$ cat config.mk
export PLATFORM = sky130hd
export DESIGN_NAME = seq_divider_16
export DESIGN_NICKNAME = d
export VERILOG_FILES = /design/src/rtl/seq_divider_16.sv
export SDC_FILE = /design/constraint.sdc
export NUM_CORES = 1
export LEC_CHECK = 0
export CORE_MARGIN = 2
export CORE_UTILIZATION = 55
export CTS_CLUSTER_DIAMETER = 100
export DETAILED_ROUTE_END_ITERATION = 16
export GPL_TIMING_DRIVEN = 0
export PLACE_DENSITY = 0.85
export SETUP_SLACK_MARGIN = 0.4
export SKIP_LAST_GASP = 1
export SLEW_MARGIN = 20
export SYNTH_ARGS = -nofsm -noshare
export SYNTH_HDL_FRONTEND = slang
export SYNTH_SLANG_ARGS = --single-unit
$ cat constraint.sdc
create_clock -name clk -period 3.92 [get_ports clk]
set_input_delay 0.588 -clock clk [delete_from_list [all_inputs] [get_ports clk]]
set_output_delay 0.588 -clock clk [all_outputs]
set_load 0.01 [all_outputs]
$ cat src/rtl/seq_divider_16.sv
// seq_divider_16: unsigned restoring divider, one quotient bit per cycle, MSB first.
// Valid/ready handshake on both sides; a zero divisor short-circuits straight to DONE.
module seq_divider_16 #(
    parameter int WIDTH = 16
) (
    input  logic             clk,
    input  logic             rst_n,
    input  logic             in_valid,
    output logic             in_ready,
    input  logic [WIDTH-1:0] dividend,
    input  logic [WIDTH-1:0] divisor,
    output logic             out_valid,
    input  logic             out_ready,
    output logic [WIDTH-1:0] quotient,
    output logic [WIDTH-1:0] remainder,
    output logic             div_by_zero
);
    typedef enum logic [1:0] {IDLE, CALC, DONE} state_t;
    state_t state_q, state_d;
    logic [4:0] cnt_q, cnt_d;
    logic [WIDTH-1:0] dvd_q, dvd_d, dvs_q, dvs_d, qw_q, qw_d, quo_q, quo_d, rem_q, rem_d;
    logic [WIDTH:0] pr_q, pr_d, pr_sh, trial;
    logic dbz_q, dbz_d, accept, last, ge;

    assign accept = in_valid & in_ready;
    assign last   = cnt_q == 5'(WIDTH - 1);
    // dvd_q shifts left each iteration, so its MSB is always the next dividend bit
    assign pr_sh  = (pr_q << 1) | (WIDTH+1)'(dvd_q[WIDTH-1]);
    assign trial  = pr_sh - {1'b0, dvs_q};
    assign ge     = ~trial[WIDTH];

    always_ff @(posedge clk or negedge rst_n) begin
        if (!rst_n) state_q <= IDLE;
        else        state_q <= state_d;
    end

    always_comb begin
        state_d = state_q;
        unique case (state_q)
            IDLE:    if (accept) state_d = (divisor == '0) ? DONE : CALC;
            CALC:    if (last) state_d = DONE;
            DONE:    if (out_ready) state_d = IDLE;
            default: state_d = IDLE;
        endcase
    end

    always_comb begin
        in_ready  = state_q == IDLE;
        out_valid = state_q == DONE;
    end

    always_comb begin
        cnt_d = cnt_q;
        dvd_d = dvd_q;
        dvs_d = dvs_q;
        pr_d  = pr_q;
        qw_d  = qw_q;
        quo_d = quo_q;
        rem_d = rem_q;
        dbz_d = dbz_q;
        if (accept) begin
            dvd_d = dividend;
            dvs_d = divisor;
            pr_d  = '0;
            cnt_d = '0;
            qw_d  = '0;
            if (divisor == '0) begin
                quo_d = '1;
                rem_d = dividend;
                dbz_d = 1'b1;
            end
        end else if (state_q == CALC) begin
            pr_d  = ge ? trial : pr_sh;
            qw_d  = {qw_q[WIDTH-2:0], ge};
            dvd_d = dvd_q << 1;
            cnt_d = cnt_q + 5'd1;
            if (last) begin
                quo_d = {qw_q[WIDTH-2:0], ge};
                rem_d = ge ? trial[WIDTH-1:0] : pr_sh[WIDTH-1:0];
                dbz_d = 1'b0;
            end
        end
    end

    always_ff @(posedge clk or negedge rst_n) begin
        if (!rst_n) begin
            cnt_q <= '0;
            dvd_q <= '0;
            dvs_q <= '0;
            pr_q  <= '0;
            qw_q  <= '0;
            quo_q <= '0;
            rem_q <= '0;
            dbz_q <= 1'b0;
        end else begin
            cnt_q <= cnt_d;
            dvd_q <= dvd_d;
            dvs_q <= dvs_d;
            pr_q  <= pr_d;
            qw_q  <= qw_d;
            quo_q <= quo_d;
            rem_q <= rem_d;
            dbz_q <= dbz_d;
        end
    end

    assign quotient    = quo_q;
    assign remainder   = rem_q;
    assign div_by_zero = dbz_q;
endmodule

==> key figures <==
STA
  – FMAX: around 320 MHz
  – Final Hold Fails: 0
  – Final period util: 0.7973
  – Final min period: between 3 and 4 ns
  – Pins over their slew limit: 0
  – RSZ-0062 raised after global routing: false
  – Worst-case setup margin in the final layout: slightly below 0.8 ns
  – Slew @ Worst Pin: between 0.6 and 0.7 ns
  – WHS: 0.04008 ns
  – Clock Skew: 0.01412 ns
  – Slew headroom: 0.5793
  – Final Setup Violations: 0

Synthesis
  – Cell count after synthesis: 555
  – Syn nets: 610
  – Synth warn: 0
  – Post-Syn Area: 0.005202 mm²
  – Top FF cell, synth: dfrtp_1
  – Post-synth top area share: 0.4954
  – Post-synth ARST share: 1.000
  – Post-Syn Area per Cell: 9.374 µm²
  – Largest area contributor in the netlist: dfrtp_1
  – Synth unique cells: 52
  – Ranking of synthesized cells by area: dfrtp_1 50%, nand2_1 6.9%, o21ai_0 5.7%, ha_1 4.3%, a21oi_1 3.0%
  – Post-synthesis sequential area ratio: 0.4954
  – Number of flops mapped to enable cells by yosys: 0
  – FF+latch count, synth: 103

Outcome
  – Status: finished, final reports clean

Clock network
  – CTS max path bufs: 2
  – Total CTS buffers: 9
  – Worst skew pair latency: 0.38 ns
  – Post-cts resize count: 0
  – TritonCTS clock tree: built
  – Clock transition at path regs: between 0.1 and 0.15 ns
  – # hold bufs at CTS: 0
  – Post CTS Setup Buffer Count: 0
  – Clock root buffer: clkbuf_8
  – H-tree depth: 3
  – TritonCTS Sinks: 103

Floorplanning
  – Row count: 35
  – Width of the chip: 101.3 µm
  – Die extent in y: 101.3 µm
  – I/O pin total: 71
  – Die Area: 0.01025 mm²
  – Core ar.: 0.009196 mm²
  – Initial Util: 0.5657

Global routing
  – GRT overflow: 0
  – Initial antenna violation count: 0
  – Pin count of the biggest net entering global routing: between 80 and 90
  – Vias in the first global route: 4564
  – First-pass GRT wire length: 22130 µm
  – Total GRT Usage: 0.2788

Pwr
  – VDD IR-drop max: 0.3928 mV
  – Pwr Density: between 1000 and 1500 mW/mm²
  – Leakage: 0.002711 µW
  – Pwr Total: ~6500 µW

Critical path
  – Critical path required time: 4.16 ns
  – Crit Path Max Fanout: 10
  – Critical Path Sink Type: register
  – CP Launch Type: register
  – CP Class: reg2reg
  – Worst EP arrival: 3.37 ns

Detailed routing
  – WL final: 13850 µm
  – Routed Antenna Nets: 0
  – Remaining DRCs: 0
  – Iter 0 DRT Violations: around 320
  – Routed length per instance: 18.39 µm
  – 1st-pass router iterations: 5
  – Vias post-DR: 4664
  – Drt via density: 6.194

Place
  – Placed insts: 737
  – Routability congestion estimate: 0.8973
  – Pre-CTS setup slack: ~0.7 ns
  – HPWL after DPL: ~10000 µm
  – Buffers added on ports: 70

Hold path
  – Class of the worst hold path: in2async

Cells and area
  – Area Overhead vs Synth: 20.54%
  – NumNets Final: 692
  – Share of cells above drive strength 1: 0.04984
  – Final std cells w/o fill: 753
  – Diodes inserted: 0

Flow run
  – Max-cap violation count: 0
[cells by family after synthesis]
family | count (synthesis) | share of synthesized area
fa+ha+maj | 19 | 0.04714
simple gates | 175 | 0.1469
xor+xnor | 11 | 0.02213
mux | 17 | 0.03319
buf+inv | 60 | 0.04642
flops | 103 | 0.4954
compound gates | 170 | 0.2088
[cell usage after synthesis (4+ instances only)]
master and instances:
xnor2_1 8, inv_1 23, mux2i_1 15, clkbuf_1 27, nor4_1 4, o22a_1 16
ha_1 18, dfrtp_1 103, nand4_1 4, o211ai_1 5, nor2_1 36, buf_1 4
a221oi_1 8, nand3b_1 4, a31oi_1 16, nand2b_1 5, o22ai_1 8, nor3_1 4
a21o_1 5, nand2_1 95, o21ai_0 59, buf_2 4, a21oi_1 31, nand3_1 10
[stage by stage]
step             util  instance area (µm²)  TNS, ns
2_1_floorplan       -                 5202        0
3_3_place_gp   0.6570                 6042  -154.40
3_5_place_dp   0.6601                 6071        0
4_1_cts        0.6819                 6271        0
5_1_grt        0.6819                 6271        0
6_report       0.6819                 6271        0
[report_power, final]
| part | switching [µW] | internal, µW | leakage, µW |
|---|---|---|---|
| clock | 399 | 279 | 0.000104 |
| combinational | 2230 | 1690 | 0.00137 |
| sequential | 335 | 1570 | 0.00124 |
| total | 2960 | 3540 | 0.00271 |
[area by class of cell]
class / instances / area, µm²
fill: 732 / 2925
sequential: 103 / 2577
tap: 111 / 138.9
clock inverter: 5 / 48.80
buffer: 37 / 155.1
clock buffer: 11 / 151.4
inverter: 23 / 86.33
multi-input combinational: 392 / 2384
timing repair buffer: 71 / 729.5
[worst max-delay path: stages (launching register included)]
cell and delay, ns:
dfrtp_1 0.34, inv_1 0.09, ha_1 0.24, fa_1 0.41
nor2b_1 0.19, o2111ai_1 0.23, a31oi_4 0.31, a21boi_4 0.13
xnor2_4 0.24, buf_6 0.21, mux2i_1 0.43, a221oi_1 0.17
[layout by cell type, fill, tap and decap left out, drive strengths merged, types with 17 or more instances in the layout]
| master | Yosys | routed |
|---|---|---|
| nand2 | 95 | 95 |
| o21ai | 62 | 62 |
| ha | 18 | 18 |
| a31oi | 17 | 17 |
| clkdlybuf4s50 | 0 | 69 |
| nor2 | 36 | 36 |
| clkbuf | 27 | 38 |
| dfrtp | 103 | 103 |
| inv | 23 | 25 |
| a21oi | 33 | 33 |
[path summary, 6_finish.rpt]
kind,slack [ns],start,end,cells past startpoint
max,0.79,dvd_q[15]$_DFFE_PN0P_,remainder[6]$_DFFE_PN0P_,11
min,0.04,rst_n,pr_q[4]$_DFFE_PN0P_,1
max reg2reg,0.79,dvd_q[15]$_DFFE_PN0P_,remainder[6]$_DFFE_PN0P_,11
min reg2reg,0.50,quotient[4]$_DFFE_PN0P_,quotient[4]$_DFFE_PN0P_,1
max in group asynchronous,3.22,rst_n,remainder[15]$_DFFE_PN0P_,2
min in group clk,0.50,quotient[4]$_DFFE_PN0P_,quotient[4]$_DFFE_PN0P_,1
[registers in the layout (all words and copies together) (netlist names)]
signal / flops
quotient: 16
div_by_zero: 1
pr_q: 16
dvd_q: 16
state_q: 2
qw_q: 15
cnt_q: 5
dvs_q: 16
remainder: 16
[metal layers]
metal	track usage	vias to the layer above	routed length, µm
met2	0.4799	216	6844
met1	0.3477	2275	5655
met4	0.09667	0	354
met5	0	-	0
met3	0.06280	39	994
li1	-	2134	-
Note: power is estimated with default switching activity, not from simulation.
